$ cat config.mk
export PLATFORM = sky130hd
export DESIGN_NAME = add_err_accum_flat
export DESIGN_NICKNAME = d
export VERILOG_FILES = /design/src/rtl/add_err_accum_pkg.sv /design/src/rtl/add_err_accum_if.sv /design/src/rtl/add_err_accum_calc.sv /design/src/rtl/add_err_accum.sv /design/src/flat_wrapper.sv
export SDC_FILE = /design/constraint.sdc
export NUM_CORES = 1
export LEC_CHECK = 0
export BUFFER_PORTS_ARGS = -buffer_cell sky130_fd_sc_hd__buf_2
export CAP_MARGIN = 20
export CORE_MARGIN = 2
export CORE_UTILIZATION = 42
export DETAILED_ROUTE_END_ITERATION = 8
export HOLD_SLACK_MARGIN = 0.12
export SYNTH_ARGS = -nofsm -noshare
export SYNTH_HDL_FRONTEND = slang
export SYNTH_HIERARCHICAL = 1
export SYNTH_SLANG_ARGS = --single-unit
$ cat constraint.sdc
create_clock -name clk -period 4.44 [get_ports clk]
set_input_delay 0.444 -clock clk [delete_from_list [all_inputs] [get_ports clk]]
set_output_delay 0.444 -clock clk [all_outputs]
set_load 0.05 [all_outputs]
$ cat src/rtl/add_err_accum_pkg.sv
// Shared types and arithmetic helpers for the approximate-adder
// error characterisation stage.
package add_eval_pkg;

  typedef enum logic [1:0] {
    IDLE,
    RUN,
    DRAIN,
    DONE
  } state_t;

  localparam int W_DEF = 8;

  function automatic int cnt_w(input int w);
    return 2 * w + 1;
  endfunction

  function automatic int sae_w(input int w);
    return 3 * w + 1;
  endfunction

  function automatic int sse_w(input int w);
    return 4 * w + 2;
  endfunction

  function automatic int hd_w(input int w);
    return 2 * w + 4;
  endfunction

  // Clamp to the all-ones value of a w-bit accumulator instead of wrapping.
  function automatic logic [63:0] sat_add(
    input logic [63:0] a,
    input logic [63:0] b,
    input int          w
  );
    logic [64:0] s;
    logic [63:0] mx;
    mx = (w >= 64) ? '1 : ((64'd1 << w) - 64'd1);
    s  = {1'b0, a} + {1'b0, b};
    if (s > {1'b0, mx}) return mx;
    return s[63:0];
  endfunction

  function automatic logic [5:0] popcount(input logic [31:0] v);
    logic [5:0] c;
    c = '0;
    for (int i = 0; i < 32; i++) begin
      c = c + 6'(v[i]);
    end
    return c;
  endfunction

endpackage

$ cat src/rtl/add_err_accum_if.sv
// Sample stream in, result bundle out, for the error accumulator.
interface add_err_accum_if
  import add_eval_pkg::*;
#(
  parameter int W     = W_DEF,
  parameter int CNT_W = cnt_w(W),
  parameter int SAE_W = sae_w(W),
  parameter int SSE_W = sse_w(W),
  parameter int HD_W  = hd_w(W)
);

  logic             in_valid;
  logic             in_ready;
  logic             in_last;
  logic [W-1:0]     A;
  logic [W-1:0]     B;
  logic [W:0]       O;

  logic             res_valid;
  logic             res_ready;
  logic [CNT_W-1:0] n_samples;
  logic [CNT_W-1:0] n_err;
  logic [SAE_W-1:0] sum_abs;
  logic [SSE_W-1:0] sum_sq;
  logic [W:0]       wce;
  logic [HD_W-1:0]  sum_hd;

  modport master (
    output in_valid,
    output in_last,
    output A,
    output B,
    output O,
    output res_ready,
    input  in_ready,
    input  res_valid,
    input  n_samples,
    input  n_err,
    input  sum_abs,
    input  sum_sq,
    input  wce,
    input  sum_hd
  );

  modport slave (
    input  in_valid,
    input  in_last,
    input  A,
    input  B,
    input  O,
    input  res_ready,
    output in_ready,
    output res_valid,
    output n_samples,
    output n_err,
    output sum_abs,
    output sum_sq,
    output wce,
    output sum_hd
  );

endinterface

$ cat src/rtl/add_err_accum_calc.sv
// Per-sample error arithmetic: S1 exact sum / error / |e| / diff,
// S2 square and popcount. Valid bit travels with the data.
module add_err_calc
  import add_eval_pkg::*;
#(
  parameter int W = W_DEF
) (
  input  logic           clk,
  input  logic           rst,
  input  logic           flush,
  input  logic           in_v,
  input  logic [W-1:0]   a,
  input  logic [W-1:0]   b,
  input  logic [W:0]     o,
  output logic           s2_v,
  output logic [W:0]     s2_abs,
  output logic [2*W+1:0] s2_sq,
  output logic [5:0]     s2_pc
);

  localparam int SQ_W = 2 * W + 2;

  logic [W:0]          sum;
  logic signed [W+1:0] err;

  logic                s1_v;
  logic [W:0]          s1_abs;
  logic [W:0]          s1_d;

  always_comb begin
    sum = {1'b0, a} + {1'b0, b};
    err = $signed({1'b0, o}) - $signed({1'b0, sum});
  end

  always_ff @(posedge clk) begin
    if (rst || flush) begin
      s1_v <= 1'b0;
      s2_v <= 1'b0;
    end else begin
      s1_v <= in_v;
      s2_v <= s1_v;
    end
  end

  // |e| never exceeds 2^(W+1)-1, so W+1 bits hold it exactly.
  always_ff @(posedge clk) begin
    if (rst) begin
      s1_abs <= '0;
      s1_d   <= '0;
      s2_abs <= '0;
      s2_sq  <= '0;
      s2_pc  <= '0;
    end else begin
      s1_abs <= (W+1)'(err[W+1] ? -err : err);
      s1_d   <= o ^ sum;
      s2_abs <= s1_abs;
      s2_sq  <= SQ_W'(s1_abs) * SQ_W'(s1_abs);
      s2_pc  <= popcount(32'(s1_d));
    end
  end

endmodule

$ cat src/rtl/add_err_accum.sv
// Run control FSM and saturating metric accumulators (S3) for an
// approximate adder under test.
module add_err_accum
  import add_eval_pkg::*;
#(
  parameter int W     = W_DEF,
  parameter int CNT_W = cnt_w(W),
  parameter int SAE_W = sae_w(W),
  parameter int SSE_W = sse_w(W),
  parameter int HD_W  = hd_w(W)
) (
  input  logic           clk,
  input  logic           rst,
  input  logic           start,
  add_err_accum_if.slave bus
);

  state_t           state;
  logic             in_ready_q;
  logic             res_valid_q;
  logic             drain_q;
  logic             fire;

  logic             s2_v;
  logic [W:0]       s2_abs;
  logic [2*W+1:0]   s2_sq;
  logic [5:0]       s2_pc;

  logic [CNT_W-1:0] n_samples_q;
  logic [CNT_W-1:0] n_err_q;
  logic [SAE_W-1:0] sum_abs_q;
  logic [SSE_W-1:0] sum_sq_q;
  logic [W:0]       wce_q;
  logic [HD_W-1:0]  sum_hd_q;

  // A sample coinciding with start belongs to the aborted run.
  assign fire = bus.in_valid && in_ready_q && !start;

  add_err_calc #(
    .W (W)
  ) u_calc (
    .clk    (clk),
    .rst    (rst),
    .flush  (start),
    .in_v   (fire),
    .a      (bus.A),
    .b      (bus.B),
    .o      (bus.O),
    .s2_v   (s2_v),
    .s2_abs (s2_abs),
    .s2_sq  (s2_sq),
    .s2_pc  (s2_pc)
  );

  always_ff @(posedge clk) begin
    if (rst) begin
      state       <= IDLE;
      in_ready_q  <= 1'b0;
      res_valid_q <= 1'b0;
      drain_q     <= 1'b0;
    end else if (start) begin
      state       <= RUN;
      in_ready_q  <= 1'b1;
      res_valid_q <= 1'b0;
      drain_q     <= 1'b0;
    end else begin
      unique case (state)
        IDLE: begin
          state <= IDLE;
        end
        RUN: begin
          if (fire && bus.in_last) begin
            state      <= DRAIN;
            in_ready_q <= 1'b0;
            drain_q    <= 1'b0;
          end
        end
        // Two cycles covers S2 and the S3 update of the last sample.
        DRAIN: begin
          if (drain_q) begin
            state       <= DONE;
            res_valid_q <= 1'b1;
          end else begin
            drain_q <= 1'b1;
          end
        end
        DONE: begin
          if (bus.res_ready) begin
            state       <= IDLE;
            res_valid_q <= 1'b0;
          end
        end
        default: begin
          state       <= IDLE;
          in_ready_q  <= 1'b0;
          res_valid_q <= 1'b0;
        end
      endcase
    end
  end

  always_ff @(posedge clk) begin
    if (rst || start) begin
      n_samples_q <= '0;
      n_err_q     <= '0;
      sum_abs_q   <= '0;
      sum_sq_q    <= '0;
      wce_q       <= '0;
      sum_hd_q    <= '0;
    end else if (s2_v) begin
      n_samples_q <= CNT_W'(sat_add(64'(n_samples_q), 64'd1, CNT_W));
      n_err_q     <= CNT_W'(sat_add(64'(n_err_q),
                                    64'(s2_abs != '0), CNT_W));
      sum_abs_q   <= SAE_W'(sat_add(64'(sum_abs_q), 64'(s2_abs), SAE_W));
      sum_sq_q    <= SSE_W'(sat_add(64'(sum_sq_q), 64'(s2_sq), SSE_W));
      sum_hd_q    <= HD_W'(sat_add(64'(sum_hd_q), 64'(s2_pc), HD_W));
      if (s2_abs > wce_q) wce_q <= s2_abs;
    end
  end

  assign bus.in_ready  = in_ready_q;
  assign bus.res_valid = res_valid_q;
  assign bus.n_samples = n_samples_q;
  assign bus.n_err     = n_err_q;
  assign bus.sum_abs   = sum_abs_q;
  assign bus.sum_sq    = sum_sq_q;
  assign bus.wce       = wce_q;
  assign bus.sum_hd    = sum_hd_q;

endmodule

$ cat src/flat_wrapper.sv
// flat-port wrapper written by rule: the top's interface ports become plain ports
module add_err_accum_flat import add_eval_pkg::*;
#(
  parameter int W     = W_DEF,
  parameter int CNT_W = cnt_w(W),
  parameter int SAE_W = sae_w(W),
  parameter int SSE_W = sse_w(W),
  parameter int HD_W  = hd_w(W)
)
  (clk, rst, start, bus_in_valid, bus_in_last, bus_A, bus_B, bus_O, bus_res_ready, bus_in_ready, bus_res_valid, bus_n_samples, bus_n_err, bus_sum_abs, bus_sum_sq, bus_wce, bus_sum_hd);
  add_err_accum_if #(.W(W), .CNT_W(CNT_W), .SAE_W(SAE_W), .SSE_W(SSE_W), .HD_W(HD_W)) bus_i ();
  input  logic clk;
  input  logic rst;
  input  logic start;
  input wire logic [$bits(bus_i.in_valid)-1:0] bus_in_valid;
  input wire logic [$bits(bus_i.in_last)-1:0] bus_in_last;
  input wire logic [$bits(bus_i.A)-1:0] bus_A;
  input wire logic [$bits(bus_i.B)-1:0] bus_B;
  input wire logic [$bits(bus_i.O)-1:0] bus_O;
  input wire logic [$bits(bus_i.res_ready)-1:0] bus_res_ready;
  output wire logic [$bits(bus_i.in_ready)-1:0] bus_in_ready;
  output wire logic [$bits(bus_i.res_valid)-1:0] bus_res_valid;
  output wire logic [$bits(bus_i.n_samples)-1:0] bus_n_samples;
  output wire logic [$bits(bus_i.n_err)-1:0] bus_n_err;
  output wire logic [$bits(bus_i.sum_abs)-1:0] bus_sum_abs;
  output wire logic [$bits(bus_i.sum_sq)-1:0] bus_sum_sq;
  output wire logic [$bits(bus_i.wce)-1:0] bus_wce;
  output wire logic [$bits(bus_i.sum_hd)-1:0] bus_sum_hd;
  assign bus_i.in_valid = bus_in_valid;
  assign bus_i.in_last = bus_in_last;
  assign bus_i.A = bus_A;
  assign bus_i.B = bus_B;
  assign bus_i.O = bus_O;
  assign bus_i.res_ready = bus_res_ready;
  assign bus_in_ready = bus_i.in_ready;
  assign bus_res_valid = bus_i.res_valid;
  assign bus_n_samples = bus_i.n_samples;
  assign bus_n_err = bus_i.n_err;
  assign bus_sum_abs = bus_i.sum_abs;
  assign bus_sum_sq = bus_i.sum_sq;
  assign bus_wce = bus_i.wce;
  assign bus_sum_hd = bus_i.sum_hd;
  add_err_accum #(.W(W), .CNT_W(CNT_W), .SAE_W(SAE_W), .SSE_W(SSE_W), .HD_W(HD_W)) u_core (.clk(clk), .rst(rst), .start(start), .bus(bus_i));
endmodule
==> metrics.txt, run 1 <==
outcome complete, no violations; Hold Crit Endpoint u_core/u_calc/s1_v; Critical Path AT 4.54 ns; IO Port Bufs 154; critical path's largest stage delay 0.53 ns; root buf cell clkbuf_16; postcts setup bufs 0; largest area contributor in the netlist dfxtp_1; worst reg2reg setup slack 0.19 ns; Synth top area share 0.307; Hold Path Depth 2; post-place setup slack -0.0401 ns; Clock Tree Buf Depth 2; Power Dens Cells 428 mW/mm^2; Static Leakage 6.06 nW; worst slew pin tran 0.938 ns; CTS sink count 175; prevailing post-synth register cell dfxtp_1; Syn Inst Count 1309; Power Total 0.00562 W; DRC 0; top cells by area, synth dfxtp_1, ha_1, fa_1; reg-to-reg critical path startpoint u_core/u_calc/s1_abs[3]; Post-synth EDFFs 0; Die Area 0.0285 mm^2; Worst-Skew Late Latency 0.43 ns; CP Capture Type flop; Fin Hold WS 0.273 ns; Initial Util 0.426; Ys Warns 6; sequence of cells on the critical path inv_1, nor2_1, ha_1, xor2_1, fa_1, inv_1, fa_1, inv_1, fa_1, inv_1, ha_1, or3_4, o311ai_2, buf_4, nor2_1, o2111ai_1, o211ai_1; H-tree levels 4; vias in the first global route 8973; CTS Hold Buffers Added 0; Worst-path clk slew 0.07 ns; ratio of cells with drive above 1 in the final layout 0.174; placed cells 1772; Required @ worst endpoint 4.73 ns; Hold Fails Final Rpt 0; Pre-antenna DRT Iters 5; routability congestion estimate 0.876; Synth Cell Area 0.0114 mm^2; Worst IR Drop VDD 0.292 mV; Area Growth Syn to Fin 15.1%; Worst Path Max Fanout 8; Die W 169 um; detailed placer's ending HPWL 20200 um; post-synthesis sequential area ratio 0.307; Crit Path Class flop to flop; die height 169 um; Post-Route WL 27100 um; count of cell types in the netlist 81; ANT cells 0; Worst Hold Launch start; First DRT Iteration DRCs 499; non-filler cells, final 1804; Final WS setup 0.187 ns; fmax 0.235 GHz; total congestion overflow 0; GRT Total Usage 0.189; TritonCTS clock tree done; TritonCTS buffer count 17; HP Class input port to flop; CP max-delay cell fa_1; final-layout fill cell count 2598; initial antenna violation count 0; Detail Route Antenna Nets 0; cells on worst reg2reg path 17; final setup violation count 0; most frequent CP cell inv_1; Critical Path Source Type flop; Routed wire per std cell 15.0 um; Final period util 0.958; reg2reg end u_core/u_calc/s2_sq[17]; Final Slew Violations 0; largest net degree at the start of global routing 75; nets 1628; max cap viols 0; Final Critical Period 4.25 ns; Clock Skew 0.0107 ns; via count 9498; core footprint 0.0268 mm^2; vias per cell 5.26; Syn Area/Cell 8.71 um^2; setup TNS 0 ns; first-pass GRT wire length 44200 um; Yosys reg bits 175; I/O Pins 155; # rows 60; Slew headroom 0.375; async set-reset flop share out of synthesis 0
==> what timing repair did <==
| action | in CTS | in global routing |
|---|---|---|
| pin swaps | 0 | 3 |
| resized for setup | 2 | 15 |
| endpoints found under the setup margin | 2 | 7 |
==> metal layers <==
metal / vias to the layer above / GRT usage / routed length (um)
met5: - / 0 / 0
met4: 0 / 0.0386 / 190
met3: 11 / 0.0267 / 950
met2: 179 / 0.325 / 12700
met1: 4468 / 0.254 / 13300
li1: 4840 / - / -
==> worst max path at each step <==
| stage | from | endpoint | slack (ns) | cells after the start |
|---|---|---|---|---|
| floorplan | u_core/u_calc/s1_abs[3] | u_core/u_calc/s2_sq[15] | 0.1 | 17 |
| global placement | u_core/u_calc/s1_abs[2] | u_core/u_calc/s2_sq[17] | 0.05 | 13 |
| detailed placement | u_core/u_calc/s1_abs[2] | u_core/u_calc/s2_sq[17] | -0.04 | 13 |
| CTS | u_core/u_calc/s1_abs[3] | u_core/u_calc/s2_sq[17] | 0.0004 | 17 |
| global route | u_core/u_calc/s1_abs[1] | u_core/u_calc/s2_sq[17] | -0.004 | 16 |
| finish | u_core/u_calc/s1_abs[3] | u_core/u_calc/s2_sq[17] | 0.19 | 17 |
==> cell usage after synthesis, types with 8 or more instances <==
library cell and count:
mux2i_1 20, a21oi_1 109, dfxtp_1 175, nor3b_1 8, o21ai_0 62, ha_1 103, xnor2_1 48, nand3_1 36
fa_1 44, a311oi_1 9, nand2b_1 10, nor3_1 35, clkbuf_1 33, and3_1 31, nor2b_1 21, nand4_1 15
and2_1 22, nor2_1 104, a31oi_1 29, a211oi_1 9, xor2_1 40, a21o_1 26, inv_1 116, o21a_1 11
nand2_1 77
==> power breakdown <==
part           switching [W]  internal [W]  total (W)
registers           0.000112       0.00170    0.00181
logic                0.00132       0.00102    0.00234
clock network       0.000719      0.000751    0.00147
total                0.00215       0.00347    0.00562
==> stage by stage <==
| step | area [um^2] | util |
|---|---|---|
| 6_report | 13100 | 0.490 |
| 5_1_grt | 13100 | 0.490 |
| 4_1_cts | 13100 | 0.488 |
| 3_5_place_dp | 12500 | 0.466 |
| 3_3_place_gp | 12500 | 0.466 |
| 2_1_floorplan | 11400 | - |
==> cells by family (layout without fill, tap and decap cells) <==
group | count (synthesis) | count (layout) | synth area share
compound gates | 312 | 312 | 0.176
xor+xnor | 90 | 90 | 0.0704
fa+ha+maj | 147 | 147 | 0.190
buf+inv | 167 | 319 | 0.0594
flops | 175 | 175 | 0.307
mux | 20 | 20 | 0.0175
other cells | 1 | 3 | 0.000329
simple gates | 397 | 397 | 0.179
==> area by class of cell <==
class                           instances  area, um^2  share of cell area
Tap cell                              341         427              0.0325
Clock buffer                           18         429              0.0327
Clock inverter                         14         148              0.0112
Inverter                              117         439              0.0335
Multi-Input combinational cell        969        7270               0.554
Timing Repair Buffer                  170         895              0.0682
Sequential cell                       175        3520               0.268
==> sequential cells by signal, summed over array words and instances, names as in the netlist, 2 cells and up <==
signal                flops
u_core/bus.n_samples     17
u_core/bus.n_err         17
u_core/u_calc/s1_abs      9
u_core/state              2
u_core/bus.sum_hd        20
u_core/bus.wce            9
u_core/u_calc/s1_d        8
u_core/u_calc/s2_pc       4
u_core/u_calc/s2_sq      16
u_core/u_calc/s2_abs      9
u_core/bus.sum_sq        34
u_core/bus.sum_abs       25
==> critical path, delay by kind of cell, from the launching register on <==
family          cells  cell delay [ns]
compound gates      3             0.59
flops               1             0.42
simple gates        3             0.54
buf+inv             5             0.40
fa+ha+maj           5             2.01
xor+xnor            1             0.17
==> cell usage in the layout (no fill, tap or decap), drive strengths merged, types with 3 or more instances in the layout <==
cell type,n
a21boi,3
xor2,40
a31o,4
clkinv,6
nand3,36
nor2b,22
nand4,15
nand2,80
nand2b,10
xnor2,50
o21bai,5
dfxtp,175
nor3,38
o22ai,5
and2,24
o311ai,3
ha,103
a211oi,11
conb,3
a21oi,112
a21o,26
o211ai,4
nor3b,8
buf,170
clkbuf,18
a31oi,31
nor4,7
and3,33
mux2i,20
fa,44
inv,123
or3,8
and4,8
o21ai,68
o211a,5
nor2,104
a311oi,9
o21a,11
o2111ai,3
(Power assumes the default switching activity.)
==> run 2, diff against run 1 <==
Settings changed: SYNTH_HIERARCHICAL 1 to unset.
==> metrics.txt, run 2 <==
Core Util, Final 0.496; Power Dens Cells 398 mW/mm^2; post-place setup slack 0.00824 ns; switching power 0.00195 W; prevailing post-synth register cell dfxtp_1; async set-reset flop share out of synthesis 0; Syn Area/Cell 8.54 um^2; Int Pwr 0.00334 W; Slew headroom 0.459; Post-synth EDFFs 0; CTS sink count 175; max cap viols 0; First DRT Iteration DRCs 525; post-synthesis sequential area ratio 0.309; Final WS setup 0.0105 ns; Post-Route WL 27800 um; CP max-delay cell fa_1; Ys Warns 0; Initial Util 0.424; Buf/Inv on CP 4; Routed wire per std cell 15.1 um; most common library cell in the layout ignoring fill and taps dfxtp_1; nets 1652; Critical Path AT 4.75 ns; GRT Total Usage 0.197; Synth Cell Area 0.0113 mm^2; sequence of cells on the critical path buf_4, buf_4, and2_1, fa_1, fa_1, inv_1, fa_1, fa_1, inv_1, ha_1, nor2_1, a211o_1, o21ai_2, o41ai_2, mux2_2; Critical Path Source Type flop; Pre-antenna DRT Iters 5; Crit Path Class flop to flop; Switching Fraction 0.368; Clock Tree Buf Depth 2; count leader, synth dfxtp_1; Die Area 0.0283 mm^2; clock share of power 0.285; outcome complete, no violations; Die W 168 um; Static Leakage 5.92 nW; total congestion overflow 0; Area Growth Syn to Fin 17.0%; Detail Route Antenna Nets 0; Syn Inst Count 1328; RSZ-0062 raised after global routing true; Final Slew Violations 0; TritonCTS clock tree done; DP Area 0.0125 mm^2; power share of the sequential group 0.338; count of cell types in the netlist 74; IO Port Bufs 154; detailed placer's ending HPWL 20900 um; vias in the first global route 9107; I/O Pins 155; Mapped Nets 1500; vias per cell 5.30; routability congestion estimate 0.870; Worst-Skew Late Latency 0.44 ns; Clock Skew 0.0150 ns; fmax 0.226 GHz; root buf cell clkbuf_16; DRC 0; Final Critical Period 4.43 ns; core footprint 0.0267 mm^2; critical path's largest stage delay 0.54 ns; first-pass GRT wire length 45600 um; largest area contributor in the netlist dfxtp_1; largest net degree at the start of global routing 92; initial antenna violation count 1; worst slew pin tran 0.810 ns; commonest cells in the netlist dfxtp_1, a21oi_1, inv_1, ha_1, nor2_1; Final period util 0.998; final setup violation count 0; HP Class input port to flop; most frequent cells in the layout dfxtp_1, buf_2, a21oi_1; Yosys reg bits 175; TritonCTS buffer count 17; combinational share of power 0.377; Worst-path clk slew 0.07 ns; CP delay by family, top adder cells; # rows 60; Power Total 0.00529 W; Hold Fails Final Rpt 0; ratio of cells with drive above 1 in the final layout 0.176; Worst IR Drop VDD 0.285 mV; max reg flops 34; CTS Hold Buffers Added 0; Synth top area share 0.309; CP Capture Type flop; design area 0.0133 mm^2; H-tree levels 4; via count 9728; most frequent CP cell fa_1; top cells by area, synth dfxtp_1, ha_1, fa_1; Worst Path Max Fanout 8; Required @ worst endpoint 4.76 ns; die height 168 um
[run 2: cell count changes in the layout (fill, tap and decap cells not counted), sizes merged, moves of 9 or more]
cell and change:
a21oi +25, nor2 -19, nand3 +13, buf +11, and2 +10, mux2i -9
[run 2: final timing paths]
kind | slack [ns] | cells past startpoint | to | startpoint
max reg2reg | 0.01 | 15 | u_core.u_calc.s2_sq[16] | u_core.u_calc.s1_abs[6]
max | 0.01 | 15 | u_core.u_calc.s2_sq[16] | u_core.u_calc.s1_abs[6]
min | 0.26 | 2 | u_core.u_calc.s1_v | bus_in_valid
min reg2reg | 0.43 | 1 | u_core.u_calc.s2_v | u_core.u_calc.s1_v
[run 2: logic make-up (layout without fill, tap and decap cells)]
family                   after synthesis  after routing  share of synthesized area
XOR/XNOR                              88             88                     0.0680
other                                  0              1                          0
adder cells (fa/ha/maj)              141            141                      0.184
flip-flops                           175            175                      0.309
AND/OR/NAND/NOR                      404            404                      0.183
buffers and inverters                168            333                     0.0572
AO/OA/AOI/OAI                        339            339                      0.187
multiplexers                          13             13                     0.0117
[run 2: layer usage]
layer,share of wire,GRT usage
met1,0.48,0.263
met2,0.45,0.318
met3,0.047,0.0440
met4,0.020,0.0588
met5,0,0
[run 2: worst reg2reg max path, cell delays in order (launching register included)]
cell and delay, ns:
dfxtp_2 0.34, buf_4 0.12, buf_4 0.15, and2_1 0.19, fa_1 0.46, fa_1 0.54, inv_1 0.05, fa_1 0.50
fa_1 0.54, inv_1 0.04, ha_1 0.31, nor2_1 0.15, a211o_1 0.16, o21ai_2 0.08, o41ai_2 0.33, mux2_2 0.36
[run 2: cell type report]
| cell class | instances | area, um^2 |
|---|---|---|
| fill | 2647 | 13500 |
| sequential | 175 | 3510 |
| clock inverter | 15 | 174 |
| antenna | 1 | 2.50 |
| multi-input combinational | 985 | 7280 |
| inverter | 120 | 450 |
| clock buffer | 17 | 425 |
| tap | 341 | 427 |
| timing repair buffer | 181 | 997 |
[run 2: repair_timing]
item / in CTS / in global routing
endpoints found under the setup margin: 1 / 6
pin swaps: 0 / 22
buffers inserted: 0 / 2
hold endpoints to repair: 0 / 0
resized for setup: 1 / 26
[run 2: through the flow]
stage                     instances  hold slack [ns]  setup TNS [ns]
after floorplan                1328            0.406               0
after global placement         1799            0.411               0
after detailed placement       1799            0.415               0
after CTS                      1831            0.235               0
after global routing           1834            0.264          -0.753
final                          1835            0.259               0
[run 2: power groups by stage]
stage / sequential (W) / combinational (W) / clock, W
after floorplan: 0.00178 / 0.00147 / 0
after global placement: 0.00181 / 0.00187 / 0
after detailed placement: 0.00182 / 0.00189 / 0
after CTS: 0.00178 / 0.00191 / 0.00156
after global routing: 0.00180 / 0.00228 / 0.00162
final: 0.00178 / 0.00200 / 0.00151
==> run 3, diff against run 2 <==
Settings changed: REMOVE_ABC_BUFFERS set to 1.
==> metrics.txt, run 3 (synthesis results as in run 2) <==
outcome complete, no violations; RSZ-0062 raised after global routing true; total congestion overflow 0; Int Pwr 0.00354 W; worst slew pin tran 1.03 ns; most common library cell in the layout ignoring fill and taps dfxtp_1; Clock Tree Buf Depth 2; most frequent cells in the layout dfxtp_1, buf_2, a21oi_1; ratio of cells with drive above 1 in the final layout 0.180; critical path's largest stage delay 0.59 ns; TritonCTS buffer count 17; FF/Latch Area 0.00352 mm^2; Slew headroom 0.308; design area 0.0134 mm^2; vias in the first global route 9008; Final Slew Violations 0; Detail Route Antenna Nets 0; setup TNS 0 ns; non-filler cells, final 1839; die height 168 um; Core Util, Final 0.500; most frequent CP cell fa_1; Routed wire per std cell 14.4 um; first-pass GRT wire length 44000 um; Initial Util 0.424; Static Leakage 5.98 nW; Post-Route WL 26500 um; fmax 0.232 GHz; HP Class input port to flop; Switching Fraction 0.345; First DRT Iteration DRCs 548; Critical Path Source Type flop; TritonCTS clock tree done; ANT cells 0; Worst-Skew Late Latency 0.43 ns; Power Dens Cells 406 mW/mm^2; Hold Fails Final Rpt 0; Crit Path Class flop to flop; CTS sink count 175; Worst Path Max Fanout 4; max reg flops 34; power share of the sequential group 0.328; I/O Pins 155; clock share of power 0.300; placed cells 1803; Die Area 0.0283 mm^2; max cap viols 0; nets 1657; combinational share of power 0.372; Final period util 0.970; switching power 0.00187 W; Pre-antenna DRT Iters 5; Final Critical Period 4.31 ns; DP Area 0.0126 mm^2; final setup violation count 0; CP Capture Type flop; CP max-delay cell fa_1; sequence of cells on the critical path and2_4, inv_2, fa_1, inv_2, fa_1, inv_1, fa_1, fa_1, inv_2, ha_4, nand3_2, o211ai_1, buf_4, o41ai_4, o211ai_1, o21ba_1, xor2_1, nor2_1; Area Growth Syn to Fin 17.8%; H-tree levels 4; root buf cell clkbuf_16; largest net degree at the start of global routing 62; vias per cell 5.34; core footprint 0.0267 mm^2; initial antenna violation count 0; Critical Path AT 4.61 ns; Worst-path clk slew 0.07 ns; Die W 168 um; Clock Skew 0.0122 ns; GRT Total Usage 0.186; via count 9817; # rows 60; Required @ worst endpoint 4.75 ns; Multi-input gate area 0.00730 mm^2; final-layout fill cell count 2596; routability congestion estimate 0.835; detailed placer's ending HPWL 19600 um; Worst IR Drop VDD 0.280 mV; DRC 0; IO Port Bufs 154
## run 3: path summary, 6_finish.rpt
| kind | endpoint | slack (ns) | startpoint | cells after the start |
|---|---|---|---|---|
| worst min register to register | u_core.u_calc.s2_v | 0.43 | u_core.u_calc.s1_v | 1 |
| worst min-delay path | u_core.u_calc.s1_v | 0.28 | bus_in_valid | 2 |
| worst max-delay path | u_core.u_calc.s2_sq[17] | 0.13 | u_core.u_calc.s1_abs[1] | 18 |
| worst max register to register | u_core.u_calc.s2_sq[17] | 0.13 | u_core.u_calc.s1_abs[1] | 18 |
## run 3: layout make-up
class,instances,area share
Clock inverter,12,0.0129
Clock buffer,20,0.0342
Sequential cell,175,0.264
Timing Repair Buffer,186,0.0767
Multi-Input combinational cell,985,0.547
Inverter,120,0.0337
Tap cell,341,0.0320
## run 3: power groups by stage
stage	sequential [W]	clock (W)	combinational, W
floorplan	0.00180	0	0.00141
global placement	0.00180	0	0.00182
detailed placement	0.00181	0	0.00186
CTS	0.00177	0.00166	0.00191
global route	0.00179	0.00173	0.00230
finish	0.00178	0.00162	0.00201
## run 3: per-stage QoR
step	total power, W	setup WS (ns)	hold WS, ns
2_1_floorplan	0.00320	-0.117	0.406
3_3_place_gp	0.00363	0.0160	0.412
3_5_place_dp	0.00366	-0.0922	0.415
4_1_cts	0.00534	0.00148	0.265
5_1_grt	0.00582	-0.0619	0.268
6_report	0.00541	0.131	0.279
## run 3: critical path, delay by kind of cell (launching register included)
| kind | cells | cell delay (ns) |
|---|---|---|
| compound gates | 4 | 0.73 |
| xor+xnor | 1 | 0.16 |
| fa+ha+maj | 5 | 2.35 |
| buf+inv | 5 | 0.33 |
| flops | 1 | 0.36 |
| simple gates | 3 | 0.27 |
## run 3: timing repair
| item | in CTS | in global routing |
|---|---|---|
| pin swaps | 9 | 19 |
| gates cloned | 0 | 0 |
| hold buffers | 0 | 0 |
| endpoints found under the setup margin | 5 | 7 |
| setup buffers | 0 | 5 |
| gates resized for setup | 10 | 25 |
## run 3: per-layer routing
| metal | share of wire | GRT usage | wire [um] |
|---|---|---|---|
| met1 | 0.48 | 0.255 | 12700 |
| met5 | 0 | 0 | 0 |
| met3 | 0.037 | 0.0291 | 982 |
| met4 | 0.011 | 0.0424 | 299 |
| met2 | 0.47 | 0.309 | 12500 |
